$ cat src/rtl/cv32e40p_wb_port_arbiter.sv
// Buffered N-channel write-back arbiter: per-producer FIFOs drained one entry
// per cycle onto a single register-file write port.
module cv32e40p_wb_port_arbiter #(
  parameter int NUM_CH     = 3,
  parameter int FIFO_DEPTH = 2,
  parameter int DATA_W     = 32,
  parameter int ADDR_W     = 6,
  parameter int RR         = 1,
  parameter int CNT_W      = 16
) (
  input  logic                     clk,
  input  logic                     rst_n,
  input  logic [NUM_CH-1:0]        ch_valid_i,
  output logic [NUM_CH-1:0]        ch_ready_o,
  input  logic [NUM_CH*ADDR_W-1:0] ch_waddr_i,
  input  logic [NUM_CH*DATA_W-1:0] ch_wdata_i,
  input  logic                     flush_i,
  input  logic                     rf_ready_i,
  output logic                     rf_we_o,
  output logic [ADDR_W-1:0]        rf_waddr_o,
  output logic [DATA_W-1:0]        rf_wdata_o,
  output logic                     busy_o,
  output logic                     contention_o,
  input  logic                     clr_cnt_i,
  output logic [CNT_W-1:0]         contention_cnt_o
);

  localparam int PW = (NUM_CH > 1) ? $clog2(NUM_CH) : 1;
  localparam int FW = (FIFO_DEPTH > 1) ? $clog2(FIFO_DEPTH) : 1;
  localparam int CW = $clog2(FIFO_DEPTH + 1);

  logic [ADDR_W-1:0] mem_addr [NUM_CH][FIFO_DEPTH];
  logic [DATA_W-1:0] mem_data [NUM_CH][FIFO_DEPTH];
  logic [FW-1:0]     rd_ptr   [NUM_CH];
  logic [FW-1:0]     wr_ptr   [NUM_CH];
  logic [CW-1:0]     count    [NUM_CH];

  logic [NUM_CH-1:0] req, push, pop;
  logic [PW-1:0]     rr_ptr, gnt_idx;
  logic [PW:0]       nreq;
  logic              gnt_any, grant;

  function automatic logic [FW-1:0] next_ptr(input logic [FW-1:0] p);
    return (p == FW'(FIFO_DEPTH - 1)) ? '0 : p + 1'b1;
  endfunction

  always_comb begin
    nreq = '0;
    for (int c = 0; c < NUM_CH; c++) begin
      ch_ready_o[c] = (count[c] != CW'(FIFO_DEPTH));
      req[c]        = (count[c] != '0);
      push[c]       = ch_valid_i[c] & ch_ready_o[c] & ~flush_i;
      nreq          = nreq + (PW+1)'(req[c]);
    end
  end

  always_comb begin
    int c;
    gnt_any = 1'b0;
    gnt_idx = '0;
    c       = 0;
    if (RR != 0) begin
      for (int k = 1; k <= NUM_CH; k++) begin
        c = (int'(rr_ptr) + k) % NUM_CH;
        if (!gnt_any && req[c]) begin
          gnt_any = 1'b1;
          gnt_idx = PW'(c);
        end
      end
    end else begin
      // descending scan so the lowest requesting index is the last to land
      for (int i = NUM_CH - 1; i >= 0; i--) begin
        if (req[i]) begin
          gnt_any = 1'b1;
          gnt_idx = PW'(i);
        end
      end
    end
  end

  assign grant        = gnt_any & rf_ready_i & ~flush_i;
  assign rf_we_o      = grant;
  assign rf_waddr_o   = grant ? mem_addr[gnt_idx][rd_ptr[gnt_idx]] : '0;
  assign rf_wdata_o   = grant ? mem_data[gnt_idx][rd_ptr[gnt_idx]] : '0;
  assign busy_o       = |req;
  assign contention_o = grant & (nreq >= (PW+1)'(2));

  always_comb begin
    for (int c = 0; c < NUM_CH; c++) pop[c] = grant && (gnt_idx == PW'(c));
  end

  always_ff @(posedge clk or negedge rst_n) begin
    if (!rst_n) begin
      for (int c = 0; c < NUM_CH; c++) begin
        count[c]  <= '0;
        rd_ptr[c] <= '0;
        wr_ptr[c] <= '0;
      end
    end else if (flush_i) begin
      for (int c = 0; c < NUM_CH; c++) begin
        count[c]  <= '0;
        rd_ptr[c] <= '0;
        wr_ptr[c] <= '0;
      end
    end else begin
      for (int c = 0; c < NUM_CH; c++) begin
        if (push[c]) wr_ptr[c] <= next_ptr(wr_ptr[c]);
        if (pop[c])  rd_ptr[c] <= next_ptr(rd_ptr[c]);
        if (push[c] && !pop[c])      count[c] <= count[c] + 1'b1;
        else if (!push[c] && pop[c]) count[c] <= count[c] - 1'b1;
      end
    end
  end

  always_ff @(posedge clk) begin
    for (int c = 0; c < NUM_CH; c++) begin
      if (push[c]) begin
        mem_addr[c][wr_ptr[c]] <= ch_waddr_i[c*ADDR_W +: ADDR_W];
        mem_data[c][wr_ptr[c]] <= ch_wdata_i[c*DATA_W +: DATA_W];
      end
    end
  end

  always_ff @(posedge clk or negedge rst_n) begin
    if (!rst_n) begin
      rr_ptr           <= PW'(NUM_CH - 1);
      contention_cnt_o <= '0;
    end else begin
      if (grant) rr_ptr <= gnt_idx;
      if (clr_cnt_i)
        contention_cnt_o <= '0;
      else if (contention_o && (contention_cnt_o != '1))
        contention_cnt_o <= contention_cnt_o + 1'b1;
    end
  end

endmodule

$ cat config.mk
export PLATFORM = sky130hd
export DESIGN_NAME = cv32e40p_wb_port_arbiter
export DESIGN_NICKNAME = d
export VERILOG_FILES = /design/src/rtl/cv32e40p_wb_port_arbiter.sv
export SDC_FILE = /design/constraint.sdc
export NUM_CORES = 1
export LEC_CHECK = 0
export CAP_MARGIN = 0
export CORE_UTILIZATION = 55
export CTS_BUF_LIST = sky130_fd_sc_hd__clkbuf_8
export CTS_CLUSTER_SIZE = 20
export DETAILED_ROUTE_END_ITERATION = 8
export PLACE_DENSITY_LB_ADDON = 0.12
export REMOVE_ABC_BUFFERS = 1
export SYNTH_ARGS = -nofsm -noshare
export SYNTH_HDL_FRONTEND = slang
export SYNTH_SLANG_ARGS = --single-unit
$ cat constraint.sdc
create_clock -name clk -period 5.9 [get_ports clk]
set_input_delay 1.18 -clock clk [delete_from_list [all_inputs] [get_ports clk]]
set_output_delay 1.18 -clock clk [all_outputs]
set_load 0.02 [all_outputs]
==> results.md <==
Hold path:
- The worst hold path cell count is 1.
- The worst min-delay path category is reg2reg.

Clocking:
- The number of clock buffers added by TritonCTS is 41.
- The clock transition time at the flip-flop clock pins of the worst setup and hold paths is about 0.070 ns.
- Post-CTS repair changed the size of 0 cells.
- The number of sinks driven by the clock tree is about 260.
- The tree is rooted in a clkbuf_8.
- Hold repair after CTS inserted 0 buffers.
- The buffer count from post-CTS setup fixing is 0.
- The clock insertion delay at the later pin of the skew report is around 0.54 ns.
- The CTS tree is done.
- The H-tree generated during clock tree synthesis spans 2 levels.
- The maximum buffer depth of the clock tree is 3.

Cells and area:
- Relative to the synthesized area, the layout overhead comes to 26.4%.
- The number of non-filler instances in the completed layout is between 1000 and 1500.
- The post-route cell area is between 0.01 and 0.015 mm2.
- The footprint of the multi-input gates is approximately 0.0032 mm2.
- After the last flow step, the layout net total stands at 1155.
- The fraction of final layout cells sized beyond drive strength 1 is 13.0%.
- The fill cell instance count of the final layout is between 1000 and 1500.
- Across the whole layout, storage elements account for 0.00760 mm2.

Place:
- The port buffer count is between 150 and 200.
- Before CTS, the worst setup slack after placement is roughly 0.87 ns.
- At the end of routability-driven placement, the weighted congestion stood at approximately 0.84.
- The number of placed instances, taps included, is roughly 1300.
- The post-detailed-placement half-perimeter wirelength is about 17000 um.
- In this run the cell area measured after placement is 0.0131 mm2.

Yosys:
- Counting every instance in the synthesized netlist gives 843.
- The synthesized netlist contains 53 unique library cells.
- The most frequently used flop master after synthesis is edfxtp_1.
- The register bit total from synthesis is 258.
- After synthesis the cells add up to between 0.01 and 0.015 mm2.
- The synthesized design contains around 230 enable-type register cells.
- The async set-reset flop share out of synthesis is about an eighth.
- The register area share after synthesis is 68.8%.
- The number of warnings reported in the yosys synthesis log is 0.
- Each instance of the synthesized netlist takes up on average roughly 13 um2.

Status:
- The flow ran to the end, and the final reports show no timing, DRC or antenna violations.

STA:
- In this run the tightest slew margin relative to its limit is 33.1%.
- On the final layout, the worst hold slack is roughly 0.53 ns.
- In the finished design, the share of the clock period the worst path needs comes to between 90% and 100%.
- The final-report max-slew violation count is 0.
- For the pin with the worst max-slew slack, the measured transition is 0.998 ns.
- The worst path in the final design needs a cycle of between 5 and 6 ns, including I/O delays and setup.
- The final critical-path setup slack is roughly 0.32 ns.
- The accumulated negative setup slack is 0 ns.
- Setup violations remaining at the end of the flow were counted as 0.
- The final hold violation count is 0.
- Clock skew on the completed layout was measured at ~0.015 ns.
- Static timing analysis puts the maximum clock frequency at around 180 MHz.
- Setup repair after global routing left no endpoint under its margin.

Setup path:
- The depth of the most critical reg-to-reg path is 9.
- STA puts the critical path data required time at between 4 and 5 ns.
- The worst setup path is launched from a flip-flop.
- The critical path is of the reg2out type.
- The endpoint type of the worst setup path is an output port.
- Data on the critical path arrives at its endpoint at 4.40 ns.
- The maximum fanout along the worst path is 26.

Floorplan:
- In this run the horizontal extent of the chip is 144 um.
- Row generation in the floorplan step produced roughly 50 rows.
- The vertical extent of the die is 144 um.
- The die covers 0.0206 mm2.
- 182 I/O pins were placed.
- The core outline area is 0.0196 mm2.
- For this configuration, the core starts out at a cell density of a little under three fifths.

Route:
- Summing over every cut layer, the via total after detailed routing is between 7000 and 8000.
- The DRC violation total after the first TritonRoute iteration is about 580.
- Dividing the detail-routed wire length by the instance count gives just over 20 um.
- For this run, design rule violations remaining after detail routing come to 0.
- Once detail routing completed, the nets flagged for antenna violations numbered 0.
- The routed wire length is between 20000 and 30000 um.
- After detailed routing, the number of vias per cell comes to just under 6.
- The iteration count of the initial detailed-routing pass is 5.

Power and ir drop:
- The share of total power dissipated in combinational logic is 53.2%.
- The cell-internal power is ~4.6 mW.
- The proportion of power drawn by flip-flops and latches is ~28%.
- Power spread over the standard cell area amounts to approximately 580 mW/mm2.
- In this run the power spent charging and discharging nets is 3.49 mW.
- The leakage component of the power is between 4 and 5 nW.
- Net switching is 43.2% of the power.
- The worst-case IR drop observed on VDD is 0.000653 V.
- Per report_power, the clock group accounts for a little under a fifth of the total.

Global routing:
- Global routing consumed, over all layers together, between 20% and 30% of the routing resources.
- The largest net degree at the start of global routing is between 80 and 90.
- Global routing finished with a remaining overflow of 0.
- The number of global-route vias before repair is 7639.
- The number of antenna violations at the first check in global routing is 6.
- The first global-routing pass estimated between 40000 and 50000 um of wire.

Flow run:
- Across the run, the number of max-cap violations was 0.
kinds of logic (layout without fill, tap and decap cells):
| group | Yosys count | count (layout) | share of synthesized area (%) |
|---|---|---|---|
| simple gates | 336 | 336 | 15.5 |
| buf+inv | 72 | 285 | 2.99 |
| mux | 39 | 39 | 4.54 |
| xor+xnor | 27 | 27 | 2.14 |
| flops | 258 | 258 | 68.8 |
| compound gates | 105 | 105 | 5.34 |
| other cells | 0 | 1 | 0 |
| fa+ha+maj | 6 | 6 | 0.657 |
critical path: stages, from the launching register on:
cell and delay [ns]:
dfstp_2 0.55, inv_1 0.06, ha_1 0.21, or4b_1 0.46, a222oi_1 0.26, a211oi_1 0.14
nor2_4 0.54, nand3_1 0.18, nand3_2 0.10, buf_4 0.38, mux2_2 0.42, clkdlybuf4s50_1 0.54
state kept, by name, summed over array words and instances (netlist names):
signal	cells
rd_ptr	3
count	6
mem_addr	36
contention_cnt_o	16
wr_ptr	3
mem_data	192
rr_ptr	2
path summary, 6_finish.rpt:
check	startpoint	endpoint	slack [ns]
max	rr_ptr[1]	rf_waddr_o[2]	0.32
max reg2reg	rr_ptr[1]	count[3]	2.64
max in group asynchronous	rst_n	contention_cnt_o[13]	4.71
min reg2reg	rd_ptr[2]	rd_ptr[2]	0.53
min	rd_ptr[2]	rd_ptr[2]	0.53
min in group asynchronous	rst_n	count[1]	0.70
placed cells by master (no fill, tap or decap), types with 5 or more instances in the layout:
cell type        netlist  layout
nor3_1               244     240
edfxtp_1             228     228
clkdlybuf4s50_1        0     180
o21ai_0               81      81
clkbuf_8               0      45
nor2_1                31      31
dfrtp_1               29      29
buf_4                  0      23
xnor2_1               21      21
mux2_2                18      18
inv_1                  7      17
mux2_4                17      17
nand2_1               16      16
a211oi_1               8       8
nand3_1                7       7
clkinv_2               0       7
xor2_1                 6       6
ha_1                   5       5
cells in the mapped netlist (3+ instances only):
cell / number / share of area, %
nor4b_1: 3 / 0.24
nor3b_1: 4 / 0.27
buf_6: 5 / 0.51
nand3_2: 3 / 0.27
xnor2_1: 21 / 1.7
mux2_1: 3 / 0.31
edfxtp_1: 228 / 62
mux2_2: 18 / 1.8
nand3_1: 7 / 0.32
o21ai_0: 81 / 3.7
inv_1: 7 / 0.24
ha_1: 5 / 0.57
nand2b_1: 4 / 0.23
buf_2: 18 / 0.82
nor2_1: 31 / 1.1
buf_1: 3 / 0.10
a211oi_1: 8 / 0.54
nand2_1: 16 / 0.54
xor2_1: 6 / 0.48
mux2_4: 17 / 2.3
a21oi_1: 3 / 0.14
nor4_1: 4 / 0.23
dfrtp_1: 29 / 6.6
clkbuf_1: 38 / 1.3
nor3_1: 244 / 11
and3_1: 3 / 0.17
power by group through the flow:
| stage | Clock [mW] | Combinational, mW | Sequential [mW] |
|---|---|---|---|
| finish | 1.51 | 4.31 | 2.27 |
| global route | 1.62 | 4.68 | 2.29 |
| CTS | 1.54 | 4.33 | 2.27 |
| detailed placement | 0 | 4.31 | 2.31 |
| global placement | 0 | 4.22 | 2.30 |
| floorplan | 0 | 2.53 | 2.32 |
area by class of cell:
cell class / count / share of cell area [%]
inverters: 8 / 0.215
clock inverters: 26 / 1.39
multi-input cells: 513 / 22.6
clock buffers: 45 / 4.44
well taps: 265 / 2.38
repair buffers: 206 / 14.5
diodes: 1 / 0.0179
flip-flops and latches: 258 / 54.5
routing by layer:
| metal | track usage [%] | vias to the layer above | share of wire (%) |
|---|---|---|---|
| met5 | 0 | - | 0.17 |
| met4 | 8.51 | 8 | 2.0 |
| li1 | - | 3575 | - |
| met2 | 43.7 | 327 | 49 |
| met1 | 33.4 | 3754 | 40 |
| met3 | 7.96 | 53 | 8.9 |
metrics by stage:
stage	util (%)	power, mW
2_1_floorplan	-	4.85
3_3_place_gp	67.1	6.52
3_5_place_dp	67.1	6.61
4_1_cts	71.2	8.14
5_1_grt	71.2	8.59
6_report	71.2	8.09
Note: power is estimated with default switching activity, not from simulation.
